==> config.mk <==
export PLATFORM = sky130hd
export DESIGN_NAME = pu_sequencer_flat
export DESIGN_NICKNAME = d
export VERILOG_FILES = /design/src/rtl/pu_sequencer_if.sv /design/src/rtl/pu_sequencer.sv /design/src/flat_wrapper.sv
export SDC_FILE = /design/constraint.sdc
export NUM_CORES = 1
export LEC_CHECK = 0
export ABC_AREA = 1
export BUFFER_PORTS_ARGS = -buffer_cell sky130_fd_sc_hd__buf_4
export CAP_MARGIN = 30
export CORE_UTILIZATION = 60
export CTS_CLUSTER_SIZE = 12
export DETAILED_ROUTE_END_ITERATION = 8
export GPL_TIMING_DRIVEN = 0
export PLACE_DENSITY = 0.93
export RECOVER_POWER = 25
export SKIP_CTS_REPAIR_TIMING = 1
export SLEW_MARGIN = 10
export SYNTH_ARGS = -nofsm -noshare
export SYNTH_HDL_FRONTEND = slang
export SYNTH_SLANG_ARGS = --single-unit
export TNS_END_PERCENT = 10
==> constraint.sdc <==
create_clock -name clk -period 7.7 [get_ports clk]
set_input_delay 0.77 -clock clk [delete_from_list [all_inputs] [get_ports clk]]
set_output_delay 0.77 -clock clk [all_outputs]
set_load 0.03 [all_outputs]
==> src/rtl/pu_sequencer_if.sv <==
// pu_sequencer_if: groups the job-control, operand-buffer, processing-unit
// and output-FIFO signals of the sequencer.
//   start/num_windows : job request (environment -> sequencer)
//   rd_en/rd_addr     : operand-buffer read (sequencer -> buffer)
//   pu_en/pu_result   : unit register enable and result
//   out_valid/out_data/out_ready : result stream handshake
//   busy/done         : job status
// master = sequencer side, slave = environment side.
interface pu_sequencer_if #(
  parameter int ADDR_W = 4
);
  logic              start;
  logic [ADDR_W-1:0] num_windows;
  logic              rd_en;
  logic [ADDR_W-1:0] rd_addr;
  logic              pu_en;
  logic [4:0]        pu_result;
  logic              out_valid;
  logic [4:0]        out_data;
  logic              out_ready;
  logic              busy;
  logic              done;

  modport master (
    input  start, num_windows, pu_result, out_ready,
    output rd_en, rd_addr, pu_en, out_valid, out_data, busy, done
  );

  modport slave (
    output start, num_windows, pu_result, out_ready,
    input  rd_en, rd_addr, pu_en, out_valid, out_data, busy, done
  );
endinterface

==> src/rtl/pu_sequencer.sv <==
// pu_sequencer: runs the 4-lane multiply/add-tree unit over a job of
// num_windows windows. Each issue reads one operand word, enables the unit's
// registers one cycle later, follows the result through the unit's fixed
// pipeline and captures it into an output FIFO. Issue is credit-gated so the
// non-stallable unit can never overrun the FIFO.
// Ports:
//   clk  : clock
//   rst  : synchronous active-high reset (aborts job, flushes FIFO)
//   bus  : pu_sequencer_if.master (job control, buffer read, unit enable /
//          result, result stream, busy/done)
module pu_sequencer #(
  parameter int ADDR_W     = 4,
  parameter int PIPE_LAT   = 3,
  parameter int FIFO_DEPTH = 4
) (
  input  logic           clk,
  input  logic           rst,
  pu_sequencer_if.master bus
);

  localparam int PTR_W = (FIFO_DEPTH > 1) ? $clog2(FIFO_DEPTH) : 1;
  localparam int CNT_W = $clog2(FIFO_DEPTH + PIPE_LAT + 2) + 1;

  typedef enum logic [1:0] {
    S_IDLE,
    S_RUN,
    S_DRAIN,
    S_DONE
  } state_t;

  state_t            state_q, state_d;
  logic [ADDR_W-1:0] n_q, n_d;
  logic [ADDR_W-1:0] cnt_q, cnt_d;
  logic [ADDR_W-1:0] addr_q, addr_d;
  logic              issue;

  logic              pu_en_q;
  logic [PIPE_LAT-1:0] vld_q, vld_d;

  logic [4:0]        mem_q [FIFO_DEPTH];
  logic [PTR_W-1:0]  wr_ptr_q, wr_ptr_d;
  logic [PTR_W-1:0]  rd_ptr_q, rd_ptr_d;
  logic [CNT_W-1:0]  fifo_cnt_q, fifo_cnt_d;
  logic [CNT_W-1:0]  inflight;
  logic              issue_ok;
  logic              push, pop;

  // Results already committed to arrive: the rd_en delay stage plus every
  // set bit of the valid pipeline. Each of them needs a FIFO slot.
  always_comb begin
    inflight = CNT_W'(pu_en_q);
    for (int i = 0; i < PIPE_LAT; i++) begin
      inflight = inflight + CNT_W'(vld_q[i]);
    end
  end

  assign issue_ok = (fifo_cnt_q + inflight) < CNT_W'(FIFO_DEPTH);

  // Next-state / issue decision
  always_comb begin
    state_d = state_q;
    n_d     = n_q;
    cnt_d   = cnt_q;
    addr_d  = addr_q;
    issue   = 1'b0;
    case (state_q)
      S_IDLE: begin
        if (bus.start) begin
          if (bus.num_windows != '0) begin
            n_d     = bus.num_windows;
            cnt_d   = '0;
            state_d = S_RUN;
          end else begin
            state_d = S_DONE;
          end
        end
      end
      S_RUN: begin
        if (issue_ok) begin
          issue  = 1'b1;
          addr_d = cnt_q;
          cnt_d  = cnt_q + ADDR_W'(1);
          if (cnt_q == n_q - ADDR_W'(1)) begin
            state_d = S_DRAIN;
          end
        end
      end
      S_DRAIN: begin
        if (inflight == '0 && fifo_cnt_q == '0) begin
          state_d = S_DONE;
        end
      end
      S_DONE: begin
        state_d = S_IDLE;
      end
      default: begin
        state_d = S_IDLE;
      end
    endcase
  end

  // Valid pipeline mirrors the unit's product register + adder stages
  always_comb begin
    vld_d    = '0;
    vld_d[0] = pu_en_q;
    for (int i = 1; i < PIPE_LAT; i++) begin
      vld_d[i] = vld_q[i-1];
    end
  end

  assign push = vld_q[PIPE_LAT-1];
  assign pop  = (fifo_cnt_q != '0) && bus.out_ready;

  always_comb begin
    wr_ptr_d   = wr_ptr_q;
    rd_ptr_d   = rd_ptr_q;
    fifo_cnt_d = fifo_cnt_q;
    if (push) begin
      wr_ptr_d = (wr_ptr_q == PTR_W'(FIFO_DEPTH - 1)) ? '0 : wr_ptr_q + PTR_W'(1);
    end
    if (pop) begin
      rd_ptr_d = (rd_ptr_q == PTR_W'(FIFO_DEPTH - 1)) ? '0 : rd_ptr_q + PTR_W'(1);
    end
    case ({push, pop})
      2'b10:   fifo_cnt_d = fifo_cnt_q + CNT_W'(1);
      2'b01:   fifo_cnt_d = fifo_cnt_q - CNT_W'(1);
      default: fifo_cnt_d = fifo_cnt_q;
    endcase
  end

  // Control registers
  always_ff @(posedge clk) begin
    if (rst) begin
      state_q    <= S_IDLE;
      n_q        <= '0;
      cnt_q      <= '0;
      addr_q     <= '0;
      pu_en_q    <= 1'b0;
      vld_q      <= '0;
      wr_ptr_q   <= '0;
      rd_ptr_q   <= '0;
      fifo_cnt_q <= '0;
    end else begin
      state_q    <= state_d;
      n_q        <= n_d;
      cnt_q      <= cnt_d;
      addr_q     <= addr_d;
      pu_en_q    <= issue;
      vld_q      <= vld_d;
      wr_ptr_q   <= wr_ptr_d;
      rd_ptr_q   <= rd_ptr_d;
      fifo_cnt_q <= fifo_cnt_d;
    end
  end

  // FIFO storage; contents are only meaningful under the count
  always_ff @(posedge clk) begin
    if (push) begin
      mem_q[wr_ptr_q] <= bus.pu_result;
    end
  end

  assign bus.rd_en     = issue;
  assign bus.rd_addr   = issue ? cnt_q : addr_q;
  assign bus.pu_en     = pu_en_q;
  assign bus.out_valid = (fifo_cnt_q != '0);
  // Masked so stale storage never shows while the FIFO is empty
  assign bus.out_data  = (fifo_cnt_q != '0) ? mem_q[rd_ptr_q] : 5'd0;
  assign bus.busy      = (state_q != S_IDLE);
  assign bus.done      = (state_q == S_DONE);

  a_fifo_no_overflow : assert property (
    @(posedge clk) disable iff (rst) fifo_cnt_q <= CNT_W'(FIFO_DEPTH)
  );

endmodule
==> src/flat_wrapper.sv <==
// flat-port wrapper written by rule: the top's interface ports become plain ports
module pu_sequencer_flat 
#(
  parameter int ADDR_W     = 4,
  parameter int PIPE_LAT   = 3,
  parameter int FIFO_DEPTH = 4
)
  (clk, rst, bus_start, bus_num_windows, bus_pu_result, bus_out_ready, bus_rd_en, bus_rd_addr, bus_pu_en, bus_out_valid, bus_out_data, bus_busy, bus_done);
  pu_sequencer_if #(.ADDR_W(ADDR_W)) bus_i ();
  input  logic clk;
  input  logic rst;
  input wire logic [$bits(bus_i.start)-1:0] bus_start;
  input wire logic [$bits(bus_i.num_windows)-1:0] bus_num_windows;
  input wire logic [$bits(bus_i.pu_result)-1:0] bus_pu_result;
  input wire logic [$bits(bus_i.out_ready)-1:0] bus_out_ready;
  output wire logic [$bits(bus_i.rd_en)-1:0] bus_rd_en;
  output wire logic [$bits(bus_i.rd_addr)-1:0] bus_rd_addr;
  output wire logic [$bits(bus_i.pu_en)-1:0] bus_pu_en;
  output wire logic [$bits(bus_i.out_valid)-1:0] bus_out_valid;
  output wire logic [$bits(bus_i.out_data)-1:0] bus_out_data;
  output wire logic [$bits(bus_i.busy)-1:0] bus_busy;
  output wire logic [$bits(bus_i.done)-1:0] bus_done;
  assign bus_i.start = bus_start;
  assign bus_i.num_windows = bus_num_windows;
  assign bus_i.pu_result = bus_pu_result;
  assign bus_i.out_ready = bus_out_ready;
  assign bus_rd_en = bus_i.rd_en;
  assign bus_rd_addr = bus_i.rd_addr;
  assign bus_pu_en = bus_i.pu_en;
  assign bus_out_valid = bus_i.out_valid;
  assign bus_out_data = bus_i.out_data;
  assign bus_busy = bus_i.busy;
  assign bus_done = bus_i.done;
  pu_sequencer #(.ADDR_W(ADDR_W), .PIPE_LAT(PIPE_LAT), .FIFO_DEPTH(FIFO_DEPTH)) u_core (.clk(clk), .rst(rst), .bus(bus_i));
endmodule
==> metrics.log, run 1 <==
INFO  metric asyncSetResetFlopFracSynth = 0%
INFO  metric reg2reg_from = u_core.bus.pu_en
INFO  metric synthCells = 303
INFO  metric die_area = 4510 sq um
INFO  metric vdd_ir_drop_max = 0.000233 V
INFO  metric flow.area_growth_from_synthesis = 12.8%
INFO  metric critical_path.startpoint_type = flip-flop
INFO  metric power.static_leakage = 0.00133 uW
INFO  metric htree_levels = 2
INFO  metric multi_input_comb_area = 1170 sq um
INFO  metric first_global_vias = 1803
INFO  metric clock_tree_from_tritoncts = built
INFO  metric yosys.cell_count.top_type = sky130_fd_sc_hd__nor2_1
INFO  metric num-nets-final = 370
INFO  metric synth.ff_latch_count = 49
INFO  metric fraction_of_layout_instances_using_a_drive_strength_above_1 = 12.8%
INFO  metric grt_overflow_total = 0
INFO  metric initial_core_util = 63.2%
INFO  metric period_minus_slack = 3.79 ns
INFO  metric setup-tns-final = 0 ns
INFO  metric worst_hold_path.endpoint = u_core.vld_q[0]
INFO  metric final_core_util = 71.3%
INFO  metric slew_headroom = 67.9%
INFO  metric core_area = 4030 sq um
INFO  metric drtIter0Drc = 105
INFO  metric setup_viol = 0
INFO  metric final-hold-violation-count = 0
INFO  metric io_pins = 27
INFO  metric dr_total_vias = 1995
INFO  metric fin_crit_sh = 49.2%
INFO  metric num_rows = 23
INFO  metric routed_wire_length_per_instance = 12.7 um
INFO  metric hold_class = reg -> reg
INFO  metric synth.net_count = 337
INFO  metric worstMarginPinSlew = 0.482 ns
INFO  metric port-buffer-count = 26
INFO  metric postSynth.topFlopCell = sky130_fd_sc_hd__dfxtp_1
INFO  metric synth.top_cell.area_share = 23.6%
INFO  metric post-place-ws = 4.25 ns
INFO  metric grt_pass1_wl = 7.63 mm
INFO  metric timing.reg2reg.worst_path_depth = 13
INFO  metric leading_cell_types_by_total_area_after_synthesis = sky130_fd_sc_hd__edfxtp_1, sky130_fd_sc_hd__dfxtp_1, sky130_fd_sc_hd__ha_1
INFO  metric postSynthAreaPerCell = 8.40 sq um
INFO  metric wirelength = 4.90 mm
INFO  metric die_h = 67.1 um
INFO  metric tritoncts.num_buffers = 5
INFO  metric drtAntennaViolNets = 0
INFO  metric synth.yosys.warnings = 0
INFO  metric final.setup_skew = 0.00729 ns
INFO  metric hold_path_depth = 2
INFO  metric fillerInstances = 305
INFO  metric synth_enable_flop_cells = 20
INFO  metric cp_data_required_time = 6.93 ns
INFO  metric dp_hpwl = 3.76 mm
INFO  metric crit_fanout = 6
INFO  metric timing.rr.end = u_core.addr_q[1]
INFO  metric synth_seq_area_share = 46.4%
INFO  metric setup_repair_after_global_routing_missed_its_margin = false
INFO  metric drt_pass1_iterations = 4
INFO  metric number_of_diodes_added_for_antenna_fixing = 0
INFO  metric ys_types = 29
INFO  metric gp_congestion = 0.834
INFO  metric clock_path_buffers = 2
INFO  metric post_drt_via_cell_ratio = 5.16
INFO  metric fmax = 264 MHz
INFO  metric ff_latch_area = 1180 sq um
INFO  metric reg2reg_setup_slack = 5.03 ns
INFO  metric clk_pin_slew_worst_paths = 0.09 ns
INFO  metric netlist.top_cell.by_area = sky130_fd_sc_hd__edfxtp_1
INFO  metric data_arrival_critical_path = 3.02 ns
INFO  metric end_kind = primary output
INFO  metric synth_common_cells = sky130_fd_sc_hd__nor2_1, sky130_fd_sc_hd__inv_1, sky130_fd_sc_hd__nand2_1
INFO  metric final_critical_path_setup_slack = 3.91 ns
INFO  metric setup.worst_path.class = reg -> out
INFO  metric synth.cell_area = 2540 sq um
INFO  metric grt.total_usage = 23.1%
INFO  metric dieWidth = 67.1 um
INFO  metric antenna_violations_before_repair = 0
INFO  metric pin_count_of_the_biggest_net_entering_global_routing = 16
INFO  metric max_cap_violations = 0
INFO  metric holdCritStartpoint = u_core.bus.pu_en
INFO  metric insertion_delay = 0.31 ns
INFO  metric result_of_the_run = completed
INFO  metric fin_worst_hold_slack = 0.455 ns
INFO  metric design_power_total = 1050 uW
INFO  metric power.density = 367 nW/um^2
INFO  metric clock_sink_count = 49
INFO  metric detail_route.drc_violations = 0
INFO  metric cts_root_buf = sky130_fd_sc_hd__clkbuf_8
INFO  metric slew_viol_final = 0
## per-stage QoR
stage	cells	instance area [sq um]
final	387	2870
after global routing	387	2870
after CTS	387	2890
after detailed placement	379	2800
after global placement	379	2800
after floorplan	303	2540
## metal layers
layer / global-route usage [%] / part of all wire (%) / up-vias / wire length, um
li1: - / - / 1047 / -
met3: 6.68 / 3.7 / 12 / 182
met1: 24.6 / 43 / 892 / 2100
met5: 0 / 0 / - / 0
met4: 9.04 / 1.8 / 0 / 86
met2: 42.4 / 52 / 44 / 2530
## state kept, by name (all words and copies together) (netlist names), named ones only
name,flops
u_core.n_q,4
u_core.bus.pu_en,1
u_core.state_q,2
u_core.mem_q,20
u_core.fifo_cnt_q,5
u_core.rd_ptr_q,2
u_core.addr_q,4
u_core.vld_q,3
u_core.cnt_q,4
u_core.wr_ptr_q,2
## worst max path at each step
stage / cells past startpoint / to / slack [ns] / start
after floorplan: 13 / bus_rd_addr[0] / 4.11 / u_core.bus.pu_en
after global placement: 14 / bus_rd_addr[1] / 4.33 / u_core.bus.pu_en
after detailed placement: 14 / bus_rd_addr[3] / 4.25 / u_core.bus.pu_en
after CTS: 14 / bus_rd_addr[3] / 3.89 / u_core.bus.pu_en
after global routing: 14 / bus_rd_addr[3] / 3.74 / u_core.bus.pu_en
final: 14 / bus_rd_addr[3] / 3.91 / u_core.bus.pu_en
## cell families (layout without fill, tap and decap cells)
family,count (synthesis),after routing,share of synthesized area [%]
AOI/OAI and AO/OA,54,54,11.6
xor gates and xnor gates,4,4,1.38
adders and majority gates,21,21,10.9
buffers and inverters,51,85,7.52
DFF,49,49,46.4
and+or+nand+nor,124,124,22.2
## worst max-delay path: stages, from the launching register on
cell                      delay [ns]
sky130_fd_sc_hd__dfxtp_1        0.34
sky130_fd_sc_hd__ha_1           0.28
sky130_fd_sc_hd__inv_1          0.06
sky130_fd_sc_hd__fa_1           0.42
sky130_fd_sc_hd__inv_1          0.07
sky130_fd_sc_hd__ha_1           0.24
sky130_fd_sc_hd__ha_1           0.30
sky130_fd_sc_hd__nand3_1        0.10
sky130_fd_sc_hd__nand3_1        0.16
sky130_fd_sc_hd__nand3_4        0.16
sky130_fd_sc_hd__nor2_4         0.06
sky130_fd_sc_hd__or2_1          0.21
sky130_fd_sc_hd__o21ai_1        0.10
sky130_fd_sc_hd__inv_1          0.06
sky130_fd_sc_hd__buf_4          0.16
## final cells by class
| cell class | instances | share of cell area (%) |
|---|---|---|
| clock buffers | 6 | 2.53 |
| well taps | 50 | 2.18 |
| multi-input cells | 203 | 40.8 |
| clock inverters | 2 | 0.523 |
| inverters | 48 | 6.27 |
| flip-flops and latches | 49 | 41.1 |
| plain buffers | 3 | 0.392 |
| repair buffers | 26 | 6.14 |
## cell usage in the layout (no fill, tap or decap), types with 2 or more instances in the layout
cell / n
sky130_fd_sc_hd__a21oi_1: 22
sky130_fd_sc_hd__buf_4: 21
sky130_fd_sc_hd__clkbuf_1: 9
sky130_fd_sc_hd__clkbuf_8: 5
sky130_fd_sc_hd__clkinvlp_4: 2
sky130_fd_sc_hd__dfxtp_1: 29
sky130_fd_sc_hd__edfxtp_1: 20
sky130_fd_sc_hd__fa_1: 2
sky130_fd_sc_hd__ha_1: 19
sky130_fd_sc_hd__inv_1: 47
sky130_fd_sc_hd__nand2_1: 42
sky130_fd_sc_hd__nand2_2: 3
sky130_fd_sc_hd__nand3_1: 9
sky130_fd_sc_hd__nand4_1: 2
sky130_fd_sc_hd__nor2_1: 54
sky130_fd_sc_hd__nor2_2: 2
sky130_fd_sc_hd__nor3_1: 3
sky130_fd_sc_hd__o21ai_0: 24
sky130_fd_sc_hd__o21ai_1: 4
sky130_fd_sc_hd__o21ai_2: 2
sky130_fd_sc_hd__or2_1: 3
sky130_fd_sc_hd__xnor2_1: 3
## power breakdown
group	total, uW	internal (uW)	switching (uW)
clock	148	64.0	84.4
sequential	347	312	34.8
combinational	558	200	358
total	1050	576	477
(Power assumes the default switching activity.)
==> run 2, diff against run 1 <==
Settings changed: CORE_UTILIZATION 60 to 58, PLACE_DENSITY 0.93 to 0.91.
Clock period 7.7 ns to 3.6 ns, I/O delays scaled along.
==> run 2 against run 1 <==
Against the previous run: critical endpoint unchanged; largest cell class unchanged; non-clock buffer count stayed put; final cell count stayed put; critical path depth stayed put.
==> metrics.log, run 2 (synthesized netlist as in run 1, its figures left out) <==
INFO  metric result_of_the_run = completed
INFO  metric setup_viol = 0
INFO  metric slew_viol_final = 0
INFO  metric vdd_ir_drop_max = 0.000556 V
INFO  metric data_arrival_critical_path = 3.01 ns
INFO  metric power.density = 785 nW/um^2
INFO  metric final_critical_path_setup_slack = 0.225 ns
INFO  metric hold_class = in -> reg
INFO  metric routed_wire_length_per_instance = 13.0 um
INFO  metric fin_crit_sh = 93.7%
INFO  metric cts_root_buf = sky130_fd_sc_hd__clkbuf_8
INFO  metric cp_data_required_time = 3.24 ns
INFO  metric insertion_delay = 0.30 ns
INFO  metric setup-tns-final = 0 ns
INFO  metric fillerInstances = 320
INFO  metric core_area = 4120 sq um
INFO  metric wirelength = 5.02 mm
INFO  metric final.setup_skew = 0.00514 ns
INFO  metric drt_pass1_iterations = 4
INFO  metric crit_fanout = 6
INFO  metric reg.largest.list = u_core.mem_q: 20 flops, u_core.fifo_cnt_q: 5 flops
INFO  metric num_rows = 23
INFO  metric final_core_util = 69.7%
INFO  metric io_pins = 27
INFO  metric grt.total_usage = 24.4%
INFO  metric top_register_by_number_of_flip_flops = u_core.mem_q
INFO  metric dr_total_vias = 2035
INFO  metric post-place-ws = 0.529 ns
INFO  metric critical_path.startpoint_type = flip-flop
INFO  metric end_kind = primary output
INFO  metric power.static_leakage = 0.00134 uW
INFO  metric dp_hpwl = 3.73 mm
INFO  metric pin_count_of_the_biggest_net_entering_global_routing = 16
INFO  metric slew_headroom = 69.0%
INFO  metric dieWidth = 68.2 um
INFO  metric port-buffer-count = 26
INFO  metric tritoncts.num_buffers = 5
INFO  metric max_cap_violations = 0
INFO  metric setup.worst_path.class = reg -> out
INFO  metric gp_congestion = 0.831
INFO  metric final-hold-violation-count = 0
INFO  metric drtAntennaViolNets = 0
INFO  metric htree_levels = 2
INFO  metric antenna_violations_before_repair = 0
INFO  metric setup_repair_after_global_routing_missed_its_margin = false
INFO  metric first_global_vias = 1862
INFO  metric die_area = 4660 sq um
INFO  metric worstMarginPinSlew = 0.465 ns
INFO  metric layout_commonest_cell = sky130_fd_sc_hd__nor2_1
INFO  metric largest_reg_flops = 20
INFO  metric num-nets-final = 370
INFO  metric number_of_diodes_added_for_antenna_fixing = 0
INFO  metric clock_tree_from_tritoncts = built
INFO  metric commonest_non_fill_non_tap_cells_in_the_layout = sky130_fd_sc_hd__nor2_1, sky130_fd_sc_hd__inv_1, sky130_fd_sc_hd__nand2_1, sky130_fd_sc_hd__dfxtp_1, sky130_fd_sc_hd__o21ai_0
INFO  metric die_h = 68.2 um
INFO  metric post_drt_via_cell_ratio = 5.26
INFO  metric clk_pin_slew_worst_paths = 0.09 ns
INFO  metric fmax = 296 MHz
INFO  metric fraction_of_layout_instances_using_a_drive_strength_above_1 = 13.1%
INFO  metric drtIter0Drc = 225
INFO  metric period_minus_slack = 3.37 ns
INFO  metric grt_overflow_total = 0
INFO  metric initial_core_util = 61.8%
INFO  metric clock_path_buffers = 2
INFO  metric grt_pass1_wl = 8.23 mm
INFO  metric clock_sink_count = 49
INFO  metric detail_route.drc_violations = 0
INFO  metric flow.area_growth_from_synthesis = 12.8%
run 2: changes by cell type in the layout (fill, tap and decap cells not counted):
cell	before	now
sky130_fd_sc_hd__clkinvlp_4	2	1
sky130_fd_sc_hd__clkinv_2	0	2
sky130_fd_sc_hd__clkbuf_1	9	8
run 2: where the power goes:
group,switching (uW),internal [uW],total [uW]
clock network,181,134,315
registers,78.3,668,746
logic,763,429,1190
run 2: per-layer routing:
metal | routed length (um) | track usage (%)
met1 | 1990 | 27.3
met2 | 2670 | 43.5
met3 | 291 | 6.17
met4 | 75 | 10.4
met5 | 0 | 0
run 2: path summary, 6_finish.rpt:
| kind | cells after the start | from | slack (ns) | end |
|---|---|---|---|---|
| setup / recovery | 14 | u_core.bus.pu_en | 0.23 | bus_rd_addr[3] |
| hold / removal | 2 | rst | 0.26 | u_core.fifo_cnt_q[4] |
| setup reg to reg | 13 | u_core.bus.pu_en | 0.94 | u_core.addr_q[3] |
| hold reg to reg | 2 | u_core.vld_q[0] | 0.43 | u_core.vld_q[1] |
run 2: cell type report:
class,count,area (sq um),area share [%]
inverter,48,180,6.28
tap,50,62.6,2.18
timing repair buffer,26,176,6.15
buffer,3,11.3,0.392
multi-input combinational,203,1170,40.8
sequential,49,1180,41.2
clock buffer,5,68.8,2.40
clock inverter,3,17.5,0.610
run 2: worst max-delay path, stage by stage (launching register included):
cell,delay [ns]
sky130_fd_sc_hd__dfxtp_1,0.34
sky130_fd_sc_hd__ha_1,0.28
sky130_fd_sc_hd__inv_1,0.06
sky130_fd_sc_hd__fa_1,0.42
sky130_fd_sc_hd__inv_1,0.06
sky130_fd_sc_hd__ha_1,0.24
sky130_fd_sc_hd__ha_1,0.29
sky130_fd_sc_hd__nand3_1,0.10
sky130_fd_sc_hd__nand3_1,0.16
sky130_fd_sc_hd__nand3_4,0.16
sky130_fd_sc_hd__nor2_4,0.06
sky130_fd_sc_hd__or2_1,0.22
sky130_fd_sc_hd__o21ai_1,0.11
sky130_fd_sc_hd__inv_1,0.07
sky130_fd_sc_hd__buf_4,0.17
run 2: stage by stage:
| step | std cells | total power [uW] | hold slack (ns) | cell area (sq um) |
|---|---|---|---|---|
| after detailed placement | 379 | 1950 | 0.427 | 2800 |
| after CTS | 387 | 2250 | 0.250 | 2890 |
| final | 387 | 2250 | 0.265 | 2870 |
| after floorplan | 303 | 1610 | 0.407 | 2540 |
| after global placement | 379 | 1880 | 0.422 | 2800 |
| after global routing | 387 | 2420 | 0.268 | 2870 |
